`src/rtl/mux_nto1_scan.sv`:
```
// N-channel registered mux with manual-hold and round-robin scan modes.
// Optional channel skipping is enabled by defining MUX_SCAN_SKIP_EN.
module mux_nto1_scan #(
    parameter int unsigned NCH   = 4,
    parameter int unsigned W     = 1,
    parameter int unsigned DWELL = 4,
    parameter int unsigned SELW  = $clog2(NCH)
) (
    input  logic              clk,
    input  logic              rst,
    input  logic [NCH*W-1:0]  D,
    input  logic              en,
    input  logic              mode,
    input  logic              load,
    input  logic [SELW-1:0]   S,
`ifdef MUX_SCAN_SKIP_EN
    input  logic [NCH-1:0]    skip_mask,
`endif
    output logic [W-1:0]      Y,
    output logic [SELW-1:0]   sel_out,
    output logic              valid,
    output logic              wrap
);

    localparam int unsigned CW   = (DWELL > 1) ? $clog2(DWELL) : 1;
    localparam int unsigned NSEL = 1 << SELW;
    localparam logic [NSEL-1:0] SEL_OK   = NSEL'((1 << NCH) - 1);
    localparam logic [CW-1:0]   CNT_LAST = CW'(DWELL - 1);
    localparam logic [SELW-1:0] SEL_LAST = SELW'(NCH - 1);

    typedef enum logic [1:0] {IDLE, HOLD, SCAN} state_t;

    state_t          state_q, state_d;
    logic [SELW-1:0] sel_q, sel_d;
    logic [CW-1:0]   cnt_q, cnt_d;
    logic [W-1:0]    y_q, y_d;
    logic [SELW-1:0] sel_out_q, sel_out_d;
    logic            valid_q, valid_d;
    logic            wrap_q, wrap_d;
    logic            wrap_pend_q, wrap_pend_d;

    logic [W-1:0]    ch [NCH];
    logic [SELW-1:0] nxt_sel;
    logic            adv_wrap;
    logic            scan_live;
    logic            load_ok;

    for (genvar k = 0; k < NCH; k++) begin : g_ch
        assign ch[k] = D[k*W +: W];
    end

`ifdef MUX_SCAN_SKIP_EN
    int unsigned     cand;
    logic            found;

    // Next unmasked channel above the current one, modulo NCH.
    always_comb begin
        nxt_sel   = sel_q;
        found     = 1'b0;
        cand      = 0;
        for (int unsigned i = 1; i <= NCH; i++) begin
            cand = 32'(sel_q) + i;
            if (cand >= NCH) cand = cand - NCH;
            if (!found && !skip_mask[SELW'(cand)]) begin
                nxt_sel = SELW'(cand);
                found   = 1'b1;
            end
        end
        adv_wrap  = (nxt_sel < sel_q);
        scan_live = ~&skip_mask;
    end
`else
    always_comb begin
        nxt_sel   = (sel_q == SEL_LAST) ? '0 : SELW'(sel_q + 1'b1);
        adv_wrap  = (sel_q == SEL_LAST);
        scan_live = 1'b1;
    end
`endif

    // Mode decode, sampling, dwell counting and select update.
    always_comb begin
        state_d     = !en ? IDLE : (mode ? SCAN : HOLD);
        sel_d       = sel_q;
        cnt_d       = cnt_q;
        y_d         = y_q;
        sel_out_d   = sel_out_q;
        valid_d     = 1'b0;
        wrap_d      = 1'b0;
        wrap_pend_d = 1'b0;
        load_ok     = load && SEL_OK[S];

        case (state_d)
            HOLD: begin
                cnt_d     = '0;
                y_d       = ch[sel_q];
                sel_out_d = sel_q;
                valid_d   = 1'b1;
            end
            SCAN: begin
                if (scan_live) begin
                    y_d       = ch[sel_q];
                    sel_out_d = sel_q;
                    valid_d   = 1'b1;
                    // Wrap is reported alongside the sel_out it labels.
                    wrap_d    = wrap_pend_q && (state_q == SCAN);
                    if (cnt_q == CNT_LAST) begin
                        cnt_d       = '0;
                        sel_d       = nxt_sel;
                        wrap_pend_d = adv_wrap;
                    end else begin
                        cnt_d = CW'(cnt_q + 1'b1);
                    end
                end
            end
            default: ;
        endcase

        // A legal load wins over any scan advance in every state.
        if (load_ok) begin
            sel_d       = S;
            cnt_d       = '0;
            wrap_pend_d = 1'b0;
        end
    end

    always_ff @(posedge clk or posedge rst) begin
        if (rst) begin
            state_q     <= IDLE;
            sel_q       <= '0;
            cnt_q       <= '0;
            y_q         <= '0;
            sel_out_q   <= '0;
            valid_q     <= 1'b0;
            wrap_q      <= 1'b0;
            wrap_pend_q <= 1'b0;
        end else begin
            state_q     <= state_d;
            sel_q       <= sel_d;
            cnt_q       <= cnt_d;
            y_q         <= y_d;
            sel_out_q   <= sel_out_d;
            valid_q     <= valid_d;
            wrap_q      <= wrap_d;
            wrap_pend_q <= wrap_pend_d;
        end
    end

    assign Y       = y_q;
    assign sel_out = sel_out_q;
    assign valid   = valid_q;
    assign wrap    = wrap_q;

endmodule

```
`config.mk`:
```
export PLATFORM = sky130hd
export DESIGN_NAME = mux_nto1_scan
export DESIGN_NICKNAME = d
export VERILOG_FILES = /design/src/rtl/mux_nto1_scan.sv
export SDC_FILE = /design/constraint.sdc
export NUM_CORES = 1
export LEC_CHECK = 0
export ABC_AREA = 1
export BUFFER_PORTS_ARGS = -buffer_cell sky130_fd_sc_hd__buf_2
export CORE_AREA = 2 2 39 41
export DETAILED_ROUTE_END_ITERATION = 8
export DIE_AREA = 0 0 41 43
export PLACE_DENSITY = 0.68
export SLEW_MARGIN = 20
export SYNTH_ARGS = -nofsm -noshare
export SYNTH_HDL_FRONTEND = slang
export SYNTH_SLANG_ARGS = --single-unit
```
`constraint.sdc`:
```
create_clock -name clk -period 1.4 [get_ports clk]
set_clock_uncertainty 0.2 [all_clocks]
set_input_delay 0.28 -clock clk [delete_from_list [all_inputs] [get_ports clk]]
set_output_delay 0.28 -clock clk [all_outputs]
set_load 0.03 [all_outputs]
```
==> out/metrics.cfg <==
[run_status]
status = finished clean

[global_routing]
grt_use_total = 0.146
use_met3 = 0.0471
grt_antenna_before_repair = 0
top_usage_layer = met2
grt_pass1_wl_mm = 1.77
grt_overflow = 0
grt_max_degree = 13
grt_pass1_vias = 472
met1_usage = 0.187
grt_use_met2 = 0.228

[yosys]
synth_area_um2 = 571
synth_commonest_cells = nand2_1 (20), inv_1 (14), dfrtp_1 (12)
ys_seq_elements = 12
synthDominantCellAreaShare = 0.526
async_flop_share = 1.00
yosysTopAreaCell = dfrtp_1
ys_types = 14
synth_warnings = 0
synth_ff_type = dfrtp_1
synth_area_per_cell_um2 = 8.52
synth_edf_count = 0
syn-num-nets = 80
ys_seq_area_frac = 0.526
synth_area_leaders = dfrtp_1 (53%), nand2_1 (13%), inv_1 (9.2%)
syn_inst = 67
yosysMostFrequentCell = nand2_1

[layout]
final_nets = 101
n_antenna_cell = 0
areaGrowthSynthToFinish_pct = 27.2
drive_gt1_frac = 0.299
fillCellCount = 133
design_area_um2 = 726

[floorplan]
start_util = 0.412
coreArea_um2 = 1380
die_w_um = 41
rows = 14
die-area_um2 = 1760
ios = 16
die_y_um = 43

[critical_path]
cp_num_cells = 5
rr_startpoint = sel_q[0]
path_buf_inv = 2
critPathMaxStageDelay_ns = 0.53
critPathRequiredTime_ns = 1.40
endpoint = cnt_q[1]
reg2reg_to = sel_q[1]
path_max_fanout = 5
worstSetupStartpoint = en
slowest_stage = dlygate4sd3_1
ff2ff_path_depth = 5
r2r_setup_slack_ns = 0.14
critPathTopFamily = buffers and inverters
crit_arrival_ns = 1.33
cp_cell_sequence = dlygate4sd3_1 > buf_4 > nand2_4 > nand3_1 > o21ai_1
start_kind = primary input
cp-end-kind = flop
critical_path_class = primary input to flop

[clock_tree]
htree_levels = 1
clock_path_buffers = 2
clkTransAtPathRegs_ns = 0.08
clock_sinks = 12
cts_buffers = 3
cts-root-buf = clkbuf_4
clk_latency_ns = 0.26
cts_tree = yes

[timing]
drv_slew = 0
tightest_slew_ns = 0.456
fmax_mhz = 752
grt_setup_unrepaired = true
finalHoldViolCount = 0
slew_headroom = 0.696
finalCriticalPeriod_ns = 1.33
finalSetupViolCount = 0
setup-tns-final_ns = 0
holdWs_ns = 0.0939
period_share = 0.950

[power_and_ir_drop]
power.density_nw_per_um2 = 1150
peakVddDrop_v = 0.000669
total_power_mw = 0.836
p_leak_nw = 0.419

[placed_design]
dpl_cell_area_um2 = 662
dp_hpwl_um = 784
gp_congestion = 0.700
io_buffers = 15

[route]
final_antenna_net_count = 0
wl_per_cell_um = 9.73
vias_per_cell = 4.56
dr_total_vias = 470
drc = 0
dr.pass1.iters = 3
drt-initial-drc-count = 8
routed_wirelength_mm = 1.00

[min_path]
hold_path_class = primary input to flop

[flow_run]
cap_violations = 0

[metrics by stage]
stage / utilization / setup WS, ns / instances
after global routing: 0.524 / -0.000658 / 103
after global placement: 0.478 / 0.138 / 97
after detailed placement: 0.478 / 0.151 / 97
after floorplan: - / 0.205 / 67
after CTS: 0.519 / 0.0379 / 103
final: 0.524 / 0.0706 / 103
[where the power goes]
| group | internal [mW] | switching [mW] | total [mW] |
|---|---|---|---|
| clock | 0.158 | 0.113 | 0.271 |
| combinational | 0.0601 | 0.110 | 0.170 |
| sequential | 0.377 | 0.0176 | 0.395 |
[logic make-up (layout without fill, tap and decap cells)]
| logic type | after synthesis | after routing | share of synthesized area |
|---|---|---|---|
| simple gates | 29 | 29 | 0.224 |
| buf+inv | 17 | 37 | 0.112 |
| flops | 12 | 12 | 0.526 |
| compound gates | 7 | 7 | 0.0943 |
| fa+ha+maj | 2 | 2 | 0.0439 |
[routing by layer]
layer  wire (um)  share of wire  vias up
met2         492           0.49       15
met5           0              0        -
met1         439           0.44      211
li1            -              -      241
met3          63          0.063        3
met4           6         0.0060        0
[cell type report]
type | instances | area [um^2] | area share
repair buffers | 17 | 97.6 | 0.134
well taps | 16 | 20.0 | 0.0276
flip-flops and latches | 12 | 300 | 0.414
inverters | 16 | 60.1 | 0.0828
multi-input cells | 38 | 211 | 0.291
clock buffers | 4 | 36.3 | 0.0500
[registers in the layout, summed over array words and instances (netlist names)]
name / flops
cnt_q: 2
state_q: 2
sel_out: 2
wrap_pend_q: 1
Y: 1
wrap: 1
sel_q: 2
valid: 1
[worst min-delay path by stage]
stage | from | endpoint | slack [ns] | depth (start not counted)
detailed placement | rst | valid | 0.11 | 2
global route | mode | wrap | 0.10 | 3
CTS | mode | state_q[0] | 0.08 | 4
finish | mode | state_q[1] | 0.09 | 3
global placement | rst | valid | 0.10 | 2
floorplan | rst | Y | -0.06 | 1
[worst min-delay path: cells and delay by family]
family / cells / cell delay, ns
buffers and inverters: 2 / 0.18
and+or+nand+nor: 1 / 0.07
[timing repair]
| item | in CTS | in global routing |
|---|---|---|
| endpoints found under the hold margin | 13 | 0 |
| endpoints found under the setup margin | 0 | 4 |
| hold buffers | 2 | 0 |
| gates resized for setup | 0 | 2 |
| buffers inserted | 0 | 0 |
[placed cells by master (no fill, tap or decap), drive strengths merged]
cell,n
nand2,22
inv,16
buf,15
dfrtp,12
o21ai,6
nand3,5
clkbuf,4
ha,2
dlygate4sd3,2
nor3,2
o22ai,1
No activity file was read; power rests on OpenSTA's default activity.
